==> config.mk <==
export PLATFORM = sky130hd
export DESIGN_NAME = mem_wb_commit
export DESIGN_NICKNAME = d
export VERILOG_FILES = /design/src/rtl/mem_wb_commit.sv
export SDC_FILE = /design/constraint.sdc
export NUM_CORES = 1
export LEC_CHECK = 0
export ABC_AREA = 0
export ABC_CLOCK_PERIOD_IN_PS = 1800
export CORE_MARGIN = 2
export CORE_UTILIZATION = 48
export CTS_BUF_LIST = sky130_fd_sc_hd__clkbuf_4
export DETAILED_ROUTE_END_ITERATION = 7
export HOLD_SLACK_MARGIN = 0.06
export PLACE_DENSITY = 0.87
export SYNTH_ARGS = -nofsm -noshare
export SYNTH_HDL_FRONTEND = slang
export SYNTH_SLANG_ARGS = --single-unit
==> constraint.sdc <==
create_clock -name clk -period 1.8 [get_ports clk]
set_clock_uncertainty 0.1 [all_clocks]
set_input_delay 0.36 -clock clk [delete_from_list [all_inputs] [get_ports clk]]
set_output_delay 0.36 -clock clk [all_outputs]
set_load 0.03 [all_outputs]
==> src/rtl/mem_wb_commit.sv <==
// MEM/WB pipeline register plus architectural commit of HI/LO and the LL/SC link bit.
// Drives the register-file write port and exposes bypassed HI/LO/LLbit reads to EX/MEM.
module mem_wb_commit #(
    parameter int DATA_W  = 32,
    parameter int ADDR_W  = 5,
    parameter int STALL_W = 6
) (
    input  logic               clk,
    input  logic               rst,
    input  logic [STALL_W-1:0] stall,
    input  logic               flush,
    input  logic [ADDR_W-1:0]  mem_wd,
    input  logic               mem_wreg,
    input  logic [DATA_W-1:0]  mem_wdata,
    input  logic               mem_whilo,
    input  logic [DATA_W-1:0]  mem_hi,
    input  logic [DATA_W-1:0]  mem_lo,
    input  logic               mem_llbit_we,
    input  logic               mem_llbit_value,
    output logic [ADDR_W-1:0]  wb_wd,
    output logic               wb_wreg,
    output logic [DATA_W-1:0]  wb_wdata,
    output logic [DATA_W-1:0]  hi_o,
    output logic [DATA_W-1:0]  lo_o,
    output logic               llbit_o
);

    logic [ADDR_W-1:0] wb_wd_q,          wb_wd_d;
    logic              wb_wreg_q,        wb_wreg_d;
    logic [DATA_W-1:0] wb_wdata_q,       wb_wdata_d;
    logic              wb_whilo_q,       wb_whilo_d;
    logic [DATA_W-1:0] wb_hi_q,          wb_hi_d;
    logic [DATA_W-1:0] wb_lo_q,          wb_lo_d;
    logic              wb_llbit_we_q,    wb_llbit_we_d;
    logic              wb_llbit_value_q, wb_llbit_value_d;

    logic [DATA_W-1:0] hi_reg_q, hi_reg_d;
    logic [DATA_W-1:0] lo_reg_q, lo_reg_d;
    logic              llbit_reg_q, llbit_reg_d;

    logic mem_stalled;
    logic wb_stalled;

    assign mem_stalled = stall[4];
    assign wb_stalled  = stall[5];

    // MEM stalled with WB running must inject a bubble, otherwise WB would commit the same instruction twice.
    always_comb begin
        wb_wd_d          = wb_wd_q;
        wb_wreg_d        = wb_wreg_q;
        wb_wdata_d       = wb_wdata_q;
        wb_whilo_d       = wb_whilo_q;
        wb_hi_d          = wb_hi_q;
        wb_lo_d          = wb_lo_q;
        wb_llbit_we_d    = wb_llbit_we_q;
        wb_llbit_value_d = wb_llbit_value_q;
        if (flush || (mem_stalled && !wb_stalled)) begin
            wb_wd_d          = '0;
            wb_wreg_d        = 1'b0;
            wb_wdata_d       = '0;
            wb_whilo_d       = 1'b0;
            wb_hi_d          = '0;
            wb_lo_d          = '0;
            wb_llbit_we_d    = 1'b0;
            wb_llbit_value_d = 1'b0;
        end else if (!mem_stalled) begin
            wb_wd_d          = mem_wd;
            wb_wreg_d        = mem_wreg;
            wb_wdata_d       = mem_wdata;
            wb_whilo_d       = mem_whilo;
            wb_hi_d          = mem_hi;
            wb_lo_d          = mem_lo;
            wb_llbit_we_d    = mem_llbit_we;
            wb_llbit_value_d = mem_llbit_value;
        end
    end

    // The WB instruction has already committed, so HI/LO update ignores stall and flush.
    always_comb begin
        hi_reg_d    = hi_reg_q;
        lo_reg_d    = lo_reg_q;
        llbit_reg_d = llbit_reg_q;
        if (wb_whilo_q) begin
            hi_reg_d = wb_hi_q;
            lo_reg_d = wb_lo_q;
        end
        if (flush) begin
            llbit_reg_d = 1'b0;
        end else if (wb_llbit_we_q) begin
            llbit_reg_d = wb_llbit_value_q;
        end
    end

    always_ff @(posedge clk) begin
        if (rst) begin
            wb_wd_q          <= '0;
            wb_wreg_q        <= 1'b0;
            wb_wdata_q       <= '0;
            wb_whilo_q       <= 1'b0;
            wb_hi_q          <= '0;
            wb_lo_q          <= '0;
            wb_llbit_we_q    <= 1'b0;
            wb_llbit_value_q <= 1'b0;
            hi_reg_q         <= '0;
            lo_reg_q         <= '0;
            llbit_reg_q      <= 1'b0;
        end else begin
            wb_wd_q          <= wb_wd_d;
            wb_wreg_q        <= wb_wreg_d;
            wb_wdata_q       <= wb_wdata_d;
            wb_whilo_q       <= wb_whilo_d;
            wb_hi_q          <= wb_hi_d;
            wb_lo_q          <= wb_lo_d;
            wb_llbit_we_q    <= wb_llbit_we_d;
            wb_llbit_value_q <= wb_llbit_value_d;
            hi_reg_q         <= hi_reg_d;
            lo_reg_q         <= lo_reg_d;
            llbit_reg_q      <= llbit_reg_d;
        end
    end

    assign wb_wd    = wb_wd_q;
    assign wb_wreg  = wb_wreg_q;
    assign wb_wdata = wb_wdata_q;

    // Forward the not-yet-committed WB value so EX/MEM never sees a stale HI/LO/LLbit.
    assign hi_o    = wb_whilo_q ? wb_hi_q : hi_reg_q;
    assign lo_o    = wb_whilo_q ? wb_lo_q : lo_reg_q;
    assign llbit_o = flush ? 1'b0 : (wb_llbit_we_q ? wb_llbit_value_q : llbit_reg_q);

endmodule

==> impl_metrics.tcl <==
set metrics [dict create \
    status "finished with violations" \
    violations "negative setup slack" \
    yosysSeqAreaShare_pct 50.0 \
    final_cell_mix "dfxtp_1, clkdlybuf4s50_1, nand2b_1, nand3_1, a21oi_1" \
    power_frac_seq_pct 56.8 \
    critPathKind "flip-flop to primary output" \
    power.leakage_nw 3.67 \
    syn_inst 678 \
    swShare_pct 25.2 \
    yosys_warnings 0 \
    fmax_ghz 0.439 \
    hp-class "primary input to flip-flop" \
    rsz0062_at_grt "true" \
    p_per_area_nw_per_um2 718 \
    r2r_start "wb_whilo_q" \
    min_to "wb_lo_q[22]" \
    cpLargestDelayFamily "buffers and inverters" \
    final.setup.worst_slack_ns -0.477 \
    nNetsFinal 998 \
    clk_path_buf_depth 2 \
    drt-initial-drc-count 356 \
    finalNonFillerCells 1077 \
    clock_power_share_pct 31.2 \
    slowest_delay_ns 0.43 \
    ys_seq_elements 170 \
    place_inst 1028 \
    grt_usage_pct 22.5 \
    yosysUniqueCellTypes 15 \
    worstHoldStart "stall[5]" \
    crit_path_cell_trace "buf_12, mux2_4, clkdlybuf4s15_2" \
    final_common_cell "dfxtp_1" \
    synth_mux_area_share_pct 13.4 \
    worstRegToRegCells 5 \
    final_layout_size_suffix_gt1_share_pct 26.3 \
    cp.arrival_ns 1.82 \
    fin_crit_ns 2.28 \
    power.internal_mw 5.11 \
    core_um2 13900 \
    setup_viol 65 \
    synth-xor-area-share_pct 0 \
    comb_power_share_pct 12.0 \
    syn_area_um2 6800 \
    firstDrtPassIters 6 \
    die_h_um 123 \
    clkTransAtPathRegs_ns 0.13 \
    critPathBufInv 2 \
    yosys.area_share.simple_pct 23.5 \
    routed_wl_um 17300 \
    worst_path_max_delay_cell "dfxtp_4" \
    place_area_um2 8990 \
    drv_cap 0 \
    fin_crit_sh_pct 127 \
    h-tree-depth 4 \
    tightestPinTransition_ns 0.429 \
    overflow 0 \
    power_mw 6.83 \
    grt_pass1_wl_um 26700 \
    synthesis.nets 792 \
    grt_pass1_vias 5505 \
    path_max_fanout 20 \
    crit_path_end_kind "primary output" \
    synth_top_family_by_area "simple AND/OR/NAND/NOR gates" \
    rows 43 \
    avgSynthCellArea_um2 10.0 \
    gp_congestion 0.737 \
    numCtsBuffers 17 \
    dieArea_um2 15100 \
    die_x_um 123 \
    whs_path_depth 3 \
    fin_area_um2 9510 \
    num_io_pins 217 \
    worstPathRequired_ns 1.34 \
    dpl.hpwl_um 10900 \
    finalHoldViolCount 0 \
    synth-adder-area-share_pct 0 \
    vias 5490 \
    diodes 0 \
    cts_tree "built" \
    rr_endpoint "hi_reg_q[7]" \
    synth_compound_area_share_pct 7.72 \
    relSlewSlack_pct 71.4 \
    postRouteAntennaNets 0 \
    syn2layout_area_growth_pct 39.7 \
    routedWlPerCell_um 16.0 \
    drc_errors 0 \
    rrSetupSlack_ns 0.34 \
    grt_start_max_net_pins 118 \
    viasPerCell 5.10 \
    cts_root_buf "clkbuf_4" \
    vdd_drop_max_mv 0.544 \
    port_buffers 212 \
    final_max_slew_viol_count 0 \
    p_sw_mw 1.72 \
    clk_latency_ns 0.55 \
    antenna_found_initial 0 \
    start_util_pct 49.0 \
    cts.sink_count 170 \
    crit_path_start_kind "flip-flop" \
]
## cells in the mapped netlist
master,n,share of area (%)
buf_1,5,0.28
mux2_2,15,2.5
nor2_1,2,0.11
dfxtp_1,170,50
nand3_1,105,7.7
clkbuf_1,24,1.3
a21oi_1,105,7.7
nand2b_1,105,9.7
buf_2,9,0.66
buf_4,13,1.4
mux2i_1,1,0.15
mux2_4,49,11
buf_6,10,1.7
nor2b_1,64,5.9
or2_1,1,0.092
## worst max-delay path by stage
stage / slack [ns] / to / cells after the start / startpoint
2_1_floorplan: 0.33 / hi_o[0] / 3 / wb_whilo_q
3_3_place_gp: -0.21 / hi_o[8] / 3 / wb_whilo_q
3_5_place_dp: -0.23 / hi_o[8] / 3 / wb_whilo_q
4_1_cts: -0.59 / lo_o[29] / 3 / wb_whilo_q
5_1_grt: -0.55 / lo_o[23] / 3 / wb_whilo_q
6_report: -0.48 / lo_o[23] / 3 / wb_whilo_q
## worst register-to-register path: cells and delay by family, from the launching register on
family	cells	cell delay [ns]
buf+inv	3	0.39
flops	1	0.41
mux	1	0.30
simple gates	1	0.15
## cell families after synthesis
family / Yosys count
simple gates: 277
mux: 65
flops: 170
buf+inv: 61
compound gates: 105
## per-layer routing
| layer | GRT usage [%] | part of all wire (%) | wire [µm] | vias to the layer above |
|---|---|---|---|---|
| met5 | 0 | 0 | 0 | - |
| met4 | 7.95 | 2.2 | 379 | 0 |
| met3 | 7.75 | 7.6 | 1310 | 28 |
| met2 | 38.6 | 49 | 8490 | 182 |
| met1 | 26.1 | 41 | 7080 | 2589 |
| li1 | - | - | - | 2691 |
## state kept, by name, indices dropped and copies added, names as in the netlist
register,flops
hi_reg_q,32
lo_reg_q,32
wb_hi_q,32
wb_lo_q,32
wb_wdata,32
wb_wd,5
llbit_reg_q,1
wb_llbit_value_q,1
wb_llbit_we_q,1
wb_whilo_q,1
wb_wreg,1
## metrics by stage
step           TNS [ns]  hold WS [ns]  util, %  setup WS [ns]
2_1_floorplan         0         0.355        -          0.330
3_3_place_gp      -9.54         0.356     64.7         -0.215
3_5_place_dp      -9.77         0.373     64.7         -0.228
4_1_cts          -30.31        0.0833     69.3         -0.594
5_1_grt          -31.37        0.0929     68.5         -0.554
6_report         -26.07         0.134     68.5         -0.477
## power groups by stage
stage,clock [mW],sequential (mW),combinational (mW)
3_3_place_gp,0,3.95,0.788
4_1_cts,2.20,3.88,0.827
6_report,2.13,3.87,0.819
5_1_grt,2.35,3.89,0.877
3_5_place_dp,0,3.96,0.801
2_1_floorplan,0,4.00,0.364
## area by class of cell
| class | instances | area, µm² |
|---|---|---|
| Timing Repair Buffer | 248 | 2500 |
| Sequential cell | 170 | 3410 |
| Tap cell | 180 | 225 |
| Fill cell | 1103 | 4370 |
| Clock inverter | 13 | 128 |
| Clock buffer | 19 | 143 |
| Multi-Input combinational cell | 447 | 3100 |
## timing repair
item                       4_1_cts  5_1_grt
hold endpoints to repair         7        0
hold buffers                     1        0
cloned                           2        0
setup buffers                   12        4
gates resized for setup        380       43
setup endpoints to repair      103       93
Note: power is estimated with default switching activity, not from simulation.
